## src/rtl/snake_pkg.sv

```systemverilog
`default_nettype none
// snake_pkg: direction encodings, FSM states, default colours and the direction-reverse helper
// shared by the snake engine files (rev 1.0).
package snake_pkg;

   localparam logic [1:0] DIR_LEFT  = 2'd0;
   localparam logic [1:0] DIR_RIGHT = 2'd1;
   localparam logic [1:0] DIR_UP    = 2'd2;
   localparam logic [1:0] DIR_DOWN  = 2'd3;

   typedef enum logic [2:0] {
      S_IDLE  = 3'd0,
      S_CALC  = 3'd1,
      S_CHECK = 3'd2,
      S_ERASE = 3'd3,
      S_WRITE = 3'd4,
      S_DRAW  = 3'd5,
      S_DONE  = 3'd6,
      S_OVER  = 3'd7
   } state_t;

   localparam logic [2:0] DEF_HEAD_COLOUR = 3'b001;
   localparam logic [2:0] DEF_BG_COLOUR   = 3'b111;

   // Opposite directions differ only in bit 0, so reversal is a single bit flip.
   function automatic logic [1:0] reverse_dir(input logic [1:0] d);
      return {d[1], ~d[0]};
   endfunction

endpackage
`default_nettype wire

```

## src/rtl/snake_ring_buf.sv

```systemverilog
`default_nettype none
// snake_ring_buf: body segment storage, one write port and one registered read port (rev 1.0).
module snake_ring_buf #(
   parameter int DEPTH = 128,
   parameter int W     = 15,
   parameter int AW    = 7
) (
   input  logic          clk,
   input  logic          we,
   input  logic [AW-1:0] waddr,
   input  logic [W-1:0]  wdata,
   input  logic [AW-1:0] raddr,
   output logic [W-1:0]  rdata
);

   logic [W-1:0] mem_q [DEPTH];

   always_ff @(posedge clk) begin
      if (we) begin
         mem_q[waddr] <= wdata;
      end
      rdata <= mem_q[raddr];
   end

endmodule
`default_nettype wire

```

## src/rtl/snake_engine.sv

```systemverilog
`default_nettype none
// snake_engine: ring-buffer snake body with move FSM, wall/self collision, growth and pixel requests (rev 1.0).
// Define SNAKE_WRAP_EN to make the playfield edges wrap instead of ending the game.
module snake_engine
   import snake_pkg::*;
#(
   parameter int         X_W         = 8,
   parameter int         Y_W         = 7,
   parameter int         MAX_LEN     = 128,
   parameter int         X_MIN       = 48,
   parameter int         X_MAX       = 112,
   parameter int         Y_MIN       = 28,
   parameter int         Y_MAX       = 92,
   parameter int         START_X     = 80,
   parameter int         START_Y     = 60,
   parameter logic [2:0] HEAD_COLOUR = DEF_HEAD_COLOUR,
   parameter logic [2:0] BG_COLOUR   = DEF_BG_COLOUR
) (
   input  logic                     clk,
   input  logic                     resetn,
   input  logic                     step,
   input  logic [1:0]               dir,
   input  logic                     grow,
   input  logic                     restart,
   output logic                     busy,
   output logic                     done,
   output logic                     over,
   output logic [$clog2(MAX_LEN):0] length,
   output logic [X_W-1:0]           head_x,
   output logic [Y_W-1:0]           head_y,
   output logic                     draw_valid,
   input  logic                     draw_ready,
   output logic [X_W-1:0]           draw_x,
   output logic [Y_W-1:0]           draw_y,
   output logic [2:0]               draw_colour
);

   localparam int PTR_W = $clog2(MAX_LEN);
   localparam int LEN_W = PTR_W + 1;
   localparam int SEG_W = X_W + Y_W;

   localparam logic [X_W-1:0]   X_MIN_C   = X_W'(X_MIN);
   localparam logic [X_W-1:0]   X_MAX_C   = X_W'(X_MAX);
   localparam logic [Y_W-1:0]   Y_MIN_C   = Y_W'(Y_MIN);
   localparam logic [Y_W-1:0]   Y_MAX_C   = Y_W'(Y_MAX);
   localparam logic [X_W-1:0]   START_X_C = X_W'(START_X);
   localparam logic [Y_W-1:0]   START_Y_C = Y_W'(START_Y);
   localparam logic [LEN_W-1:0] MAX_LEN_C = LEN_W'(MAX_LEN);

`ifdef SNAKE_WRAP_EN
   localparam bit WRAP_EN = 1'b1;
`else
   localparam bit WRAP_EN = 1'b0;
`endif

   state_t            state_q, state_d;
   logic [1:0]        dir_q, dir_d;
   logic              grow_q, grow_d;
   logic [PTR_W-1:0]  head_ptr_q, head_ptr_d;
   logic [LEN_W-1:0]  length_q, length_d;
   logic [X_W-1:0]    head_x_q, head_x_d, next_x_q, next_x_d;
   logic [Y_W-1:0]    head_y_q, head_y_d, next_y_q, next_y_d;
   logic [PTR_W-1:0]  chk_ptr_q, chk_ptr_d;
   logic [LEN_W-1:0]  chk_left_q, chk_left_d;
   logic              done_q, done_d;

   logic              restart_ok, init;
   logic [PTR_W-1:0]  tail_ptr;
   logic [LEN_W-1:0]  chk_count;
   logic [X_W-1:0]    mv_x;
   logic [Y_W-1:0]    mv_y;
   logic              at_wall, wall_over, seg_match;
   logic              wr_en;
   logic [PTR_W-1:0]  wr_addr, rd_addr;
   logic [SEG_W-1:0]  wr_data, rd_data;

   assign restart_ok = restart && (state_q == S_IDLE || state_q == S_OVER);
   assign init       = !resetn || restart_ok;
   assign tail_ptr   = head_ptr_q - length_q[PTR_W-1:0] + PTR_W'(1);
   // A non-growing move vacates the tail, so the head may legally enter it.
   assign chk_count  = grow_q ? length_q : length_q - LEN_W'(1);
   assign seg_match  = (rd_data == {next_x_q, next_y_q});
   assign wall_over  = at_wall && !WRAP_EN;

   always_comb begin
      mv_x    = head_x_q;
      mv_y    = head_y_q;
      at_wall = 1'b0;
      case (dir_q)
         DIR_LEFT: begin
            at_wall = (head_x_q == X_MIN_C);
            mv_x    = at_wall ? X_MAX_C : head_x_q - X_W'(1);
         end
         DIR_RIGHT: begin
            at_wall = (head_x_q == X_MAX_C);
            mv_x    = at_wall ? X_MIN_C : head_x_q + X_W'(1);
         end
         DIR_UP: begin
            at_wall = (head_y_q == Y_MIN_C);
            mv_y    = at_wall ? Y_MAX_C : head_y_q - Y_W'(1);
         end
         default: begin
            at_wall = (head_y_q == Y_MAX_C);
            mv_y    = at_wall ? Y_MIN_C : head_y_q + Y_W'(1);
         end
      endcase
   end

   always_ff @(posedge clk) begin
      if (!resetn) begin
         state_q <= S_IDLE;
      end else begin
         state_q <= state_d;
      end
   end

   always_comb begin
      state_d = state_q;
      case (state_q)
         S_IDLE:  if (restart) state_d = S_IDLE;
                  else if (step) state_d = S_CALC;
         S_CALC:  if (wall_over) state_d = S_OVER;
                  else if (chk_count == '0) state_d = S_ERASE;
                  else state_d = S_CHECK;
         S_CHECK: if (seg_match) state_d = S_OVER;
                  else if (chk_left_q == LEN_W'(1)) state_d = S_ERASE;
         S_ERASE: if (grow_q || draw_ready) state_d = S_WRITE;
         S_WRITE: state_d = S_DRAW;
         S_DRAW:  if (draw_ready) state_d = S_DONE;
         S_DONE:  state_d = S_IDLE;
         S_OVER:  if (restart) state_d = S_IDLE;
         default: state_d = S_IDLE;
      endcase
   end

   always_comb begin
      dir_d      = dir_q;
      grow_d     = grow_q;
      head_ptr_d = head_ptr_q;
      length_d   = length_q;
      head_x_d   = head_x_q;
      head_y_d   = head_y_q;
      next_x_d   = next_x_q;
      next_y_d   = next_y_q;
      chk_ptr_d  = chk_ptr_q;
      chk_left_d = chk_left_q;
      done_d     = (state_d == S_DONE) || (state_d == S_OVER && state_q != S_OVER);
      if (restart_ok) begin
         dir_d      = DIR_RIGHT;
         grow_d     = 1'b0;
         head_ptr_d = '0;
         length_d   = LEN_W'(1);
         head_x_d   = START_X_C;
         head_y_d   = START_Y_C;
      end else begin
         case (state_q)
            S_IDLE: if (step) begin
               dir_d  = (length_q > LEN_W'(1) && dir == reverse_dir(dir_q)) ? dir_q : dir;
               grow_d = grow && (length_q < MAX_LEN_C);
            end
            S_CALC: begin
               next_x_d   = mv_x;
               next_y_d   = mv_y;
               chk_left_d = chk_count;
               chk_ptr_d  = head_ptr_q - PTR_W'(1);
            end
            S_CHECK: begin
               chk_left_d = chk_left_q - LEN_W'(1);
               chk_ptr_d  = chk_ptr_q - PTR_W'(1);
            end
            S_WRITE: begin
               head_ptr_d = head_ptr_q + PTR_W'(1);
               head_x_d   = next_x_q;
               head_y_d   = next_y_q;
               if (grow_q) length_d = length_q + LEN_W'(1);
            end
            default: ;
         endcase
      end
   end

   always_ff @(posedge clk) begin
      if (!resetn) begin
         dir_q      <= DIR_RIGHT;
         grow_q     <= 1'b0;
         head_ptr_q <= '0;
         length_q   <= LEN_W'(1);
         head_x_q   <= START_X_C;
         head_y_q   <= START_Y_C;
         next_x_q   <= '0;
         next_y_q   <= '0;
         chk_ptr_q  <= '0;
         chk_left_q <= '0;
         done_q     <= 1'b0;
      end else begin
         dir_q      <= dir_d;
         grow_q     <= grow_d;
         head_ptr_q <= head_ptr_d;
         length_q   <= length_d;
         head_x_q   <= head_x_d;
         head_y_q   <= head_y_d;
         next_x_q   <= next_x_d;
         next_y_q   <= next_y_d;
         chk_ptr_q  <= chk_ptr_d;
         chk_left_q <= chk_left_d;
         done_q     <= done_d;
      end
   end

   // Reads run one state ahead: the last compare (or CALC with nothing to compare) fetches the tail for ERASE.
   always_comb begin
      rd_addr = tail_ptr;
      if (state_q == S_CALC && chk_count != '0) begin
         rd_addr = head_ptr_q;
      end else if (state_q == S_CHECK && chk_left_q > LEN_W'(1)) begin
         rd_addr = chk_ptr_q;
      end
   end

   assign wr_en   = init || (state_q == S_WRITE);
   assign wr_addr = init ? '0 : head_ptr_q + PTR_W'(1);
   assign wr_data = init ? {START_X_C, START_Y_C} : {next_x_q, next_y_q};

   snake_ring_buf #(
      .DEPTH (MAX_LEN),
      .W     (SEG_W),
      .AW    (PTR_W)
   ) u_ring (
      .clk   (clk),
      .we    (wr_en),
      .waddr (wr_addr),
      .wdata (wr_data),
      .raddr (rd_addr),
      .rdata (rd_data)
   );

   always_comb begin
      busy        = (state_q != S_IDLE) && (state_q != S_OVER);
      over        = (state_q == S_OVER);
      done        = done_q;
      length      = length_q;
      head_x      = head_x_q;
      head_y      = head_y_q;
      draw_valid  = 1'b0;
      draw_x      = '0;
      draw_y      = '0;
      draw_colour = '0;
      if (state_q == S_ERASE && !grow_q) begin
         draw_valid  = 1'b1;
         draw_x      = rd_data[SEG_W-1:Y_W];
         draw_y      = rd_data[Y_W-1:0];
         draw_colour = BG_COLOUR;
      end else if (state_q == S_DRAW) begin
         draw_valid  = 1'b1;
         draw_x      = head_x_q;
         draw_y      = head_y_q;
         draw_colour = HEAD_COLOUR;
      end
   end

endmodule
`default_nettype wire
```

## config.mk

```make
export PLATFORM = sky130hd
export DESIGN_NAME = snake_engine
export DESIGN_NICKNAME = d
export VERILOG_FILES = /design/src/rtl/snake_pkg.sv /design/src/rtl/snake_ring_buf.sv /design/src/rtl/snake_engine.sv
export SDC_FILE = /design/constraint.sdc
export NUM_CORES = 2
export LEC_CHECK = 0
export BUFFER_PORTS_ARGS = -buffer_cell sky130_fd_sc_hd__buf_4
export CORE_UTILIZATION = 30
export DETAILED_ROUTE_END_ITERATION = 16
export SKIP_CTS_REPAIR_TIMING = 1
export SLEW_MARGIN = 20
export SYNTH_ARGS = -nofsm -noshare
export SYNTH_HDL_FRONTEND = slang
export SYNTH_HIERARCHICAL = 1
export SYNTH_SLANG_ARGS = --single-unit
```

## constraint.sdc

```tcl
create_clock -name clk -period 6.3 [get_ports clk]
set_input_delay 0.945 -clock clk [delete_from_list [all_inputs] [get_ports clk]]
set_output_delay 0.945 -clock clk [all_outputs]
set_load 0.02 [all_outputs]
```

==> run metrics <==
status=finished clean; Worst setup SP type=flop; Worst slew margin=0.265; TritonCTS clock tree=done; first-pass GRT wire length=~290 mm; Layout Skew=approximately 52 ps; largest net degree at the start of global routing=~110; Final Max Slew Viols=0; xor/xnor share of the synthesized area=0.00554; CP Data Required Time=approximately 7000 ps; post-synthesis mux area share=0.184; vias in the first global route=approximately 38000; die area=266000 um2; final worst setup slack=879 ps; CTS max path bufs=3; GPL Wtd Cong=about 0.81; Hold Path Origin=dir[1]; initial antenna violation count=9; number of CTS-inserted buffers=between 150 and 200; DP Worst Slack=~970 ps; Critical Path Source=length[0]; initial DRC count=between 4000 and 5000; endpoints failing setup=0; sequential element share of the synthesized area=0.750; filler cell count=approximately 24000; CP bufs+invs=4; crit path max fanout=37; Syn. warnings=6; post-synthesis net count=approximately 3700; Worst-Margin Slew=between 1000 and 1500 ps; most frequent cells in the layout=edfxtp_1 (1920), mux4_2 (630), buf_4 (249); slowest library cell on the worst path=dfxtp_1; number of flops mapped to enable cells by yosys=~1900; Synth Area in Simple Gates=0.0268; Worst setup EP type=flop; Hold Vio Cnt, Final=0; CP Data Arrival Time=6150 ps; level count of the clock H-tree=4; # clock sinks=approximately 2000; HP Class=input pin to flop; Setup CP Type=flop to flop; drt total wl=between 200 and 250 mm; nets=3930; DRC viols=0; I/O pins=between 50 and 60; synthesized cell area=~80000 um2; via count=approximately 39000; worst skew pair latency=850 ps; WL/cell=between 20 and 30 um; Synth Register Bits=between 2000 and 2500; number of I/O port buffers=52; Worst R2R Start=length[0]; RSZ-0062 raised after global routing=false; CTS clock-pin slew for the worst setup and hold paths=~70 ps; site row count=roughly 190; PD cells=361 nW/um2; Post-synth top flop=edfxtp_1; HPWL after DPL=~120 mm; Core ar.=roughly 260000 um2; most common cell after layout, fill and taps aside=edfxtp_1; Die H=515 um; synthesized area per cell=roughly 22 um2; GRT overflow=0; # Max-Cap Violations=0; Synth Area in Compound Gates=0.0170; Initial DRT Pass Iterations=5; Layout area overhead=16.4%; Lkg Pwr=around 27 nW; most used cell, CP=mux4_2; cell family with most CP delay=multiplexers; highest clock rate=about 180 MHz; worst-path cell chain=inv_1, ha_1, nor2b_1, a32oi_1, o21a_1, o31ai_4, buf_4, mux2_8, buf_12, buf_12, mux4_2, mux4_2, mux4_2, mux2_2; Mapped Cells=between 3000 and 4000; Power Total=approximately 0.033 W; asr flop ratio synth=0; Worst path max stage delay=about 700 ps; final worst path period need=5420 ps; total negative slack=0 ps; Total Routing Usage GR=0.150; post-route clock period utilization=0.861; adder-cell share of the synthesized area=0.00405; Die Wd=515 um; Routed Antenna Nets=0; Yosys cell types=79; Initial Util=0.301; VDD IR-drop max=~0.31 mV; share of cells above drive strength 1=0.316; combinational family with the most area after synthesis=multiplexers; root buffer cell=clkbuf_16; via/cell ratio=slightly above 5
## report_power, final
part           leakage (nW)  switching [W]  total (W)  internal (W)
clock network          3.16        0.00514     0.0118       0.00663
registers              17.8       0.000322     0.0156        0.0153
logic                  6.45        0.00349    0.00588       0.00239
## routing by layer
metal | routed length (um) | share of wire | GRT usage | up-vias
li1 | - | - | - | 15793
met1 | 86500 | 0.43 | 0.218 | 21114
met2 | 95200 | 0.47 | 0.237 | 1579
met3 | 16000 | 0.080 | 0.0248 | 202
met4 | 3090 | 0.015 | 0.0316 | 0
met5 | 0 | 0 | 0 | -
## worst paths after layout
path | end | slack, ps | depth (start not counted)
max | u_ring/rdata[9] | 880 | 14
max reg2reg | u_ring/rdata[9] | 880 | 14
min | dir_q[1] | 370 | 3
min reg2reg | head_x[0] | 490 | 2
## cells by family (layout without fill, tap and decap cells)
kind of cell | Yosys count | in the layout
flops | 2002 | 2002
mux | 659 | 659
simple gates | 446 | 446
buf+inv | 244 | 688
compound gates | 198 | 198
xor+xnor | 50 | 50
fa+ha+maj | 25 | 25
other cells | 0 | 4
## flip-flops by register name, indices dropped and copies added, names as in the netlist
register / cells
u_ring/rdata: 15
next_x_q: 8
next_y_q: 7
dir_q: 2
state_q: 3
done: 1
chk_ptr_q: 7
chk_left_q: 8
head_y: 7
length: 8
head_x: 8
head_ptr_q: 7
u_ring/mem_q: 1920
grow_q: 1
## worst register-to-register path, cell delays in order, from the launching register on
cell and delay (ps):
dfxtp_1 700, inv_1 170, ha_1 330, nor2b_1 230, a32oi_1 150, o21a_1 260
o31ai_4 340, buf_4 260, mux2_8 480, buf_12 230, buf_12 250, mux4_2 460
mux4_2 580, mux4_2 570, mux2_2 300
## synthesized netlist by cell type, drive strengths merged (4+ instances only)
cell type	n	area, um2
dfxtp	82	1640
edfxtp	1920	57700
nor2b	17	106
xor2	15	131
xnor2	35	307
mux4	630	14200
nor3b	5	37.5
or3	9	56.3
nand2	81	304
o21ai	46	230
or4	7	56.3
a211oi	6	45.0
a31oi	10	62.6
and3	8	50.1
and2	13	81.3
a22o	18	158
nand4	18	113
clkbuf	143	537
buf	72	352
mux2i	7	70.1
nand3	39	195
ha	24	300
a311oi	5	43.8
nor2	191	717
mux2	22	270
o21a	4	30.0
a21oi	53	265
a22oi	4	30.0
nand2b	15	93.8
o211ai	7	52.6
inv	28	105
o31ai	5	51.3
nor3	28	150
a21boi	4	30.0
## layout make-up
cell class,instances,area (um2),area share
Clock inverter,133,1430,0.0155
Inverter,29,109,0.00118
Antenna cell,4,10.0,0.000109
Multi-Input combinational cell,1378,19000,0.206
Clock buffer,236,5070,0.0552
Timing Repair Buffer,290,2700,0.0293
Tap cell,3515,4400,0.0478
Sequential cell,2002,59300,0.645
## stage by stage
step	cell area [um2]	hold WS (ps)	util	std cells
2_1_floorplan	79000	445	-	3624
6_report	92000	373	0.351	7587
3_5_place_dp	85400	483	0.326	7211
3_3_place_gp	85400	457	0.326	7211
5_1_grt	92000	340	0.351	7584
4_1_cts	91900	302	0.350	7580
(Power assumes the default switching activity.)
